### src/rtl/lse_clut_arbiter.sv
// Round-robin arbiter sharing one pipelined CLUT read port among NUM_REQ MAC units.
// Responses are routed back to their owners through an in-flight tag pipeline.
module lse_clut_arbiter #(
  parameter int NUM_REQ      = 4,
  parameter int IDX_W        = 4,
  parameter int DATA_W       = 10,
  parameter int CLUT_LATENCY = 2,
  parameter int ID_W         = $clog2(NUM_REQ)
) (
  input  logic                     clk,
  input  logic                     rst_n,
  input  logic                     enable,
  input  logic                     flush,
  input  logic [NUM_REQ-1:0]       req,
  input  logic [NUM_REQ*IDX_W-1:0] req_idx,
  output logic [NUM_REQ-1:0]       gnt,
  output logic                     clut_rd_en,
  output logic [IDX_W-1:0]         clut_addr,
  input  logic [DATA_W-1:0]        clut_rd_data,
  output logic [NUM_REQ-1:0]       rsp_valid,
  output logic [DATA_W-1:0]        rsp_data,
  output logic [ID_W-1:0]          rsp_id,
  output logic                     busy,
  output logic [31:0]              grant_count,
  output logic [31:0]              conflict_count
);

  logic [ID_W-1:0]  rr_ptr;
  logic [ID_W-1:0]  gnt_id;
  logic             accept;
  logic             multi_req;
  logic [ID_W-1:0]  issue_id;
  logic [CLUT_LATENCY-1:0] tag_v;
  logic [ID_W-1:0]  tag_id [CLUT_LATENCY];
  logic [IDX_W-1:0] idx_arr [NUM_REQ];

  genvar gi;
  generate
    for (gi = 0; gi < NUM_REQ; gi++) begin : g_idx
      assign idx_arr[gi] = req_idx[gi*IDX_W +: IDX_W];
    end
  endgenerate

  // Rotating priority search starting at rr_ptr; flush and reset suppress grants.
  always_comb begin : grant_search
    int  cand;
    logic found;
    cand   = 0;
    found  = 1'b0;
    gnt    = '0;
    gnt_id = '0;
    if (rst_n && enable && !flush) begin
      for (int i = 0; i < NUM_REQ; i++) begin
        cand = (int'(rr_ptr) + i) % NUM_REQ;
        if (!found && req[cand]) begin
          found     = 1'b1;
          gnt[cand] = 1'b1;
          gnt_id    = ID_W'(cand);
        end
      end
    end
  end

  assign accept    = |gnt;
  assign multi_req = (req & (req - 1'b1)) != '0;

  // The clut_rd_en/issue_id register is the first tag stage; tag_v tracks the CLUT latency,
  // and rsp_valid is the final stage, so busy stays high through the response cycle.
  assign busy     = clut_rd_en | (|tag_v) | (|rsp_valid);
  assign rsp_data = (|rsp_valid) ? clut_rd_data : '0;

  always_ff @(posedge clk or negedge rst_n) begin
    if (!rst_n) begin
      rr_ptr         <= '0;
      clut_rd_en     <= 1'b0;
      clut_addr      <= '0;
      issue_id       <= '0;
      tag_v          <= '0;
      for (int s = 0; s < CLUT_LATENCY; s++) tag_id[s] <= '0;
      rsp_valid      <= '0;
      rsp_id         <= '0;
      grant_count    <= '0;
      conflict_count <= '0;
    end else if (flush) begin
      // clut_addr deliberately holds; only the strobe is squashed.
      rr_ptr         <= '0;
      clut_rd_en     <= 1'b0;
      issue_id       <= '0;
      tag_v          <= '0;
      for (int s = 0; s < CLUT_LATENCY; s++) tag_id[s] <= '0;
      rsp_valid      <= '0;
      rsp_id         <= '0;
      grant_count    <= '0;
      conflict_count <= '0;
    end else begin
      clut_rd_en <= accept;
      if (accept) begin
        rr_ptr    <= (int'(gnt_id) == NUM_REQ - 1) ? '0 : gnt_id + 1'b1;
        clut_addr <= idx_arr[gnt_id];
        issue_id  <= gnt_id;
      end

      tag_v[0]  <= clut_rd_en;
      tag_id[0] <= issue_id;
      for (int s = 1; s < CLUT_LATENCY; s++) begin
        tag_v[s]  <= tag_v[s-1];
        tag_id[s] <= tag_id[s-1];
      end

      if (tag_v[CLUT_LATENCY-1]) begin
        rsp_valid <= {{(NUM_REQ-1){1'b0}}, 1'b1} << tag_id[CLUT_LATENCY-1];
        rsp_id    <= tag_id[CLUT_LATENCY-1];
      end else begin
        rsp_valid <= '0;
      end

      if (accept && grant_count != 32'hFFFF_FFFF)
        grant_count <= grant_count + 32'd1;
      if (enable && multi_req && conflict_count != 32'hFFFF_FFFF)
        conflict_count <= conflict_count + 32'd1;
    end
  end

endmodule

### config.mk
export PLATFORM = sky130hd
export DESIGN_NAME = lse_clut_arbiter
export DESIGN_NICKNAME = d
export VERILOG_FILES = /design/src/rtl/lse_clut_arbiter.sv
export SDC_FILE = /design/constraint.sdc
export NUM_CORES = 1
export LEC_CHECK = 0
export BUFFER_PORTS_ARGS = -buffer_cell sky130_fd_sc_hd__buf_2
export CELL_PAD_IN_SITES_DETAIL_PLACEMENT = 1
export CELL_PAD_IN_SITES_GLOBAL_PLACEMENT = 2
export CORE_MARGIN = 10
export CORE_UTILIZATION = 30
export DETAILED_ROUTE_END_ITERATION = 8
export PLACE_DENSITY = 0.73
export RECOVER_POWER = 50
export SLEW_MARGIN = 20
export SYNTH_ARGS = -nofsm -noshare
export SYNTH_HDL_FRONTEND = slang
export SYNTH_SLANG_ARGS = --single-unit
export TNS_END_PERCENT = 20
### constraint.sdc
create_clock -name clk -period 5.2 [get_ports clk]
set_input_delay 1.04 -clock clk [delete_from_list [all_inputs] [get_ports clk]]
set_output_delay 1.04 -clock clk [all_outputs]
set_load 0.1 [all_outputs]
After elaboration in Yosys (flattened, before gate mapping)
Cells that the tools add are included.
Widths: inputs -> output; s select.
{ "word_totals": {"regBits": 85, "inputBits": 34, "word_cells": 128} }
{ "classes": {"add_sub_neg": 7, "n_lt_le_gt_ge": 9, "n_eq_ne": 3, "shift": 1, "muxes": 58, "n_bitwise": 11, "reduce_logical": 28} }
{ "ops": {"columns": ["cell", "n"], "rows": [
  ["$mux 32", 4],
  ["$add 32x1->32 const B", 2],
  ["$ne 32x32->1 const B", 2],
  ["$mux 4", 13],
  ["$mux 2", 13],
  ["$mux 1", 18],
  ["$logic_and 1x1->1", 12],
  ["$lt 3x4->1 const B", 3],
  ["$or 4x4->4", 3],
  ["$mux 10", 1],
  ["$ge 3x1->1 const B", 3],
  ["$bmux 1 s2", 4],
  ["$bmux 4 s2", 1],
  ["$demux 1 s2", 4],
  ["$reduce_bool 2->1", 4],
  ["$reduce_or 2->1", 4],
  ["$reduce_or 4->1", 2],
  ["$add 2x1->2 const B", 2],
  ["$add 2x2->2 const B", 2],
  ["$and 4x4->4", 1],
  ["$logic_not 1->1", 4],
  ["$reduce_bool 4->1", 1],
  ["$shl 1x2->4 const A", 1],
  ["$sub 4x1->4 const B", 1],
  ["9 further kinds", 12]
]} }

Depth between registers and ports, before layout
{ "depth": {"word_depth": 21, "mapped_depth": 14} }

Least setup slack after synthesis
OpenSTA, ideal clock, no wires.
{ "synth_timing": {"kind": "register to output", "startpoint": "register rr_ptr[0]", "endpoint": "output port gnt[1]", "arrival_time_ns": 3.801, "t_required_ns": 4.160, "setup_slack_ns": 0.359, "path_stages_with_launch": 11, "cell_sequence": "dfrtp_1 buf_4 clkbuf_1 inv_1 ha_1 buf_4 mux2i_1 mux2_4 a2111oi_0 o2bb2ai_1 nor2b_1"} }
{ "synth_via": {"elab_chain_cells": 16, "elab_cells_between_ends": 63} }
{ "synth_lines": {"columns": ["element", "line", "text"], "rows": [
  ["start: declaration", "28", "logic [ID_W-1:0] rr_ptr;"],
  ["start signal: assignment", "98", "rr_ptr <= (int'(gnt_id) == NUM_REQ - 1) ? '0 : gnt_id + 1'b1;"],
  ["$add 2x1->2 / $bmux 1 s2 (equally long branches)", "54, 55", null],
  ["$reduce_or 2->1 (no line) / $mux 1 (equally long branches)", null, null],
  ["$and 1x1->1 (no line) / $mux 1 (equally long branches)", null, null],
  ["$lt 3x4->1 (implied by the code) (tied with other cells)", "57", "gnt[cand] = 1'b1;"],
  ["$logic_and 1x1->1 (implied by the code) / $logic_not 1->1 (equally long branches)", "57, 55", null],
  ["$mux 1 (implied by the code) / $logic_and 1x1->1 (equally long branches)", "57, 55", null],
  ["$demux 1 s2 / $mux 1 (equally long branches)", "57, 55", null],
  ["$or 4x4->4 (no line) / $mux 1 (equally long branches)", null, null],
  ["$mux 4 / $logic_not 1->1 (equally long branches)", "55", "if (!found && req[cand]) begin"],
  ["$mux 4 / $logic_and 1x1->1 (equally long branches)", "52, 55", null],
  ["$or 4x4->4 (no line) / $mux 1 (equally long branches)", null, null],
  ["$mux 4 / $mux 1 (equally long branches)", "55, 52", null],
  ["$mux 4 / $logic_not 1->1 (equally long branches)", "52, 55", null],
  ["$or 4x4->4 (no line) / $logic_and 1x1->1 (equally long branches)", null, null],
  ["$mux 4 (*)", "55", null],
  ["$mux 4 (*)", "52", "if (rst_n && enable && !flush) begin"],
  ["end: declaration", "16", "output logic [NUM_REQ-1:0] gnt,"]
]} }
Mark *: on every way between the ends. The rest lies on a longest branch, timed or not. The select of a mux whose other input is x is not followed.

Worst setup path after layout
{ "layout_timing": {"startpoint": "register rr_ptr[1]", "endpoint": "output port gnt[2]"} }
Same word-level chain as after synthesis.

==> metrics.txt <==
Power Dens Cells 274.6 nW/um^2; Critical path buffers and inverters 2; launch point of the worst reg-to-reg path rr_ptr[1]; H-tree levels 3; Critical Path RT 4.16 ns; Overall Global Routing Usage 14.27%; unrepaired setup endpoints after global routing no; Avg WL per Cell 18.34 um; cell count after synthesis 548; IR drop worst, VDD ~0.15 mV; kind of critical path flip-flop to output port; crit path capture type output port; total power draw 1.708 mW; leak pwr 2.617 nW; number of nets still failing antenna checks after routing 0; vias in the first global route about 5000; final count of negative-setup-slack endpoints 0; Data arrival, critical path 3.54 ns; # diodes 0; Slew HR -137.2%; Worst-Margin Slew 3.558 ns; count of input and output buffers 123; start point of the critical path rr_ptr[1]; CTS Buffer Depth 2; DPL Wire Length ~12000 um; maximum number of pins on one net before global-route repair 76; cell-by-cell listing of the critical path inv_1, ha_1, mux2i_1, mux2_4, a2111oi_2, o2bb2ai_1, nor2b_1, buf_2; most common library cell in the layout ignoring fill and taps buf_2; endpoints failing hold 0; via density per instance 5.328; final worst-path cycle share 87.98%; commonest cells after routing, fill and taps aside buf_2, dfrtp_1, nor2_1; DR iter-0 viols between 100 and 150; Max Clock Skew 0.008965 ns; Clock Root Buffer clkbuf_16; total CTS buffers 9; Yosys Warn Count 0; number of buffers inserted by post-CTS setup repair 0; syn avg cell area 9.437 sq um; number of fillers in the final layout 1971; GPL Wtd Cong 0.7981; Tmin final 4.575 ns; number of antenna violations at the first check in global routing 0; critical-path maximum fanout 17; placeable core region 16760 sq um; setup TNS 0 ns; slowest cell on the critical path dfrtp_1; TritonCTS clock tree done; worst stage delay on the critical path 0.64 ns; chip height 151.3 um; Worst path top cell family by delay buffers and inverters; Post-synth top flop dfrtp_1; global-route congestion overflow total 0; CTS hold repair buffers 0; clk sink count 85; worst min path class flip-flop to flip-flop; number of nets in the layout roughly 700; CP startpoint kind flip-flop; unique cell type count in the Yosys netlist 56; failing checks capacitance limit, slew limit; status complete, but fails checks; maximum operating frequency 218.6 MHz; number of top-level design ports 124; proportion of synthesized chip area in sequential cells 41.13%; routed wire length 16120 um; Hold Crit Start tag_id[3]; cell accounting for the most synthesized area dfrtp_1; layout cell share with drive strength beyond 1 19.88%; standard-cell rows 47; number of pins exceeding their max-slew limit in the final report 149; DRC 0; leading cell types by total area after synthesis dfrtp_1, nor2_1, o31ai_1; synthesized area about 5200 sq um; wire length of the first global-routing pass between 20000 and 30000 um; floorplan die width 151.3 um; vias after detailed routing roughly 4700; Pre-Repair DR Iteration Count 5; later-pin clock latency in the skew report 0.34 ns; post_cts resized 0; proportion of register bits with asynchronous set or reset after synthesis 100.0%; max-cap check violation count 2; clock transition at the registers of the reported paths ~0.060 ns; starting density of the core 30.85%; portion of synthesized cell area occupied by the leading cell type 41.13%; number of flops mapped to enable cells by yosys 0; number of synthesized register bits 85; die area about 23000 sq um; area growth from synthesis to layout 20.30%; nets in the synthesized netlist 592
worst reg2reg max path, stage by stage (launching register included):
cell	delay (ns)
dfrtp_1	0.64
inv_1	0.26
ha_1	0.53
mux2i_1	0.22
mux2_4	0.36
a2111oi_0	0.42
o2bb2ai_1	0.20
nor4_4	0.23
buf_4	0.53
nor2_4	0.21
mux2_4	0.34
flip-flops by register name (all words and copies together) (netlist names):
name / flops
conflict_count: 32
rr_ptr: 2
clut_addr: 4
rsp_valid: 4
tag_v: 2
rsp_id: 2
tag_id: 4
clut_rd_en: 1
grant_count: 32
issue_id: 2
where the power goes:
group / switching [mW] / internal, mW
logic: 0.238 / 0.0754
registers: 0.0124 / 0.675
clock network: 0.262 / 0.446
total: 0.512 / 1.20
cell families (layout without fill, tap and decap cells):
| logic type | Yosys count | after routing | share of synthesized area, % |
|---|---|---|---|
| compound gates | 101 | 101 | 12.94 |
| xor+xnor | 23 | 23 | 3.895 |
| fa+ha+maj | 11 | 11 | 2.613 |
| buf+inv | 46 | 157 | 4.113 |
| flops | 85 | 85 | 41.13 |
| mux | 29 | 29 | 7.984 |
| simple gates | 253 | 253 | 27.32 |
per-stage QoR:
stage / worst slack [ns] / instances / utilization, % / hold slack (ns) / instance area, sq um
after floorplan: 0.3591 / 548 / - / 0.4385 / 5171
after global placement: 1.160 / 864 / 35.48 / 0.4795 / 5946
after detailed placement: 0.9839 / 864 / 35.48 / 0.4854 / 5946
after CTS: 0.6099 / 879 / 37.42 / 0.5006 / 6271
after global routing: 0.2711 / 879 / 37.12 / 0.5305 / 6221
final: 0.6249 / 879 / 37.12 / 0.4907 / 6221
worst paths after layout:
check / to / slack (ns) / depth (start not counted)
setup / recovery: gnt[2] / 0.62 / 8
hold / removal: tag_id[1] / 0.49 / 1
setup reg to reg: issue_id[0] / 1.16 / 10
hold reg to reg: tag_id[1] / 0.49 / 1
max in group asynchronous: grant_count[15] / 2.15 / 2
min in group asynchronous: conflict_count[12] / 0.74 / 1
area by class of cell:
class                           instances  area [sq um]  area share (%)
Tap cell                              220         275.3           4.425
Inverter                               13         48.80          0.7844
Clock inverter                          3         68.82           1.106
Timing Repair Buffer                  129         613.1           9.855
Clock buffer                           12         256.5           4.123
Sequential cell                        85          2127           34.19
Multi-Input combinational cell        417          2831           45.51
layer usage:
layer	global-route usage [%]	vias up	wire, um
met5	0	-	0
met4	4.957	0	235
met3	2.924	17	802
met2	24.10	104	7775
met1	17.64	2323	7306
li1	-	2239	-
Yosys cell counts, types with 2 or more instances:
cell type	number
o22ai_1	4
nor2b_1	25
buf_2	5
o2bb2ai_1	4
o311ai_1	4
nor3_1	13
nand4_1	22
and3_1	9
or3_1	11
mux2_2	2
nor3b_1	6
mux2i_1	8
o21a_1	3
nor2_1	56
or4_1	25
o21ai_1	3
nor4_1	3
nor2_2	2
nand3_1	25
ha_1	10
mux2i_4	2
nand2b_1	5
o31ai_1	26
mux4_2	4
and4_1	7
buf_6	2
mux2_1	5
clkbuf_1	18
o21ai_0	10
nand2_1	33
o211ai_1	2
buf_1	3
dfrtp_1	85
inv_1	13
xnor2_1	12
a2111oi_0	2
a21oi_1	33
buf_4	5
and2_1	6
o41ai_1	3
mux2_4	7
xor2_1	11
No activity file was read; power rests on OpenSTA's default activity.
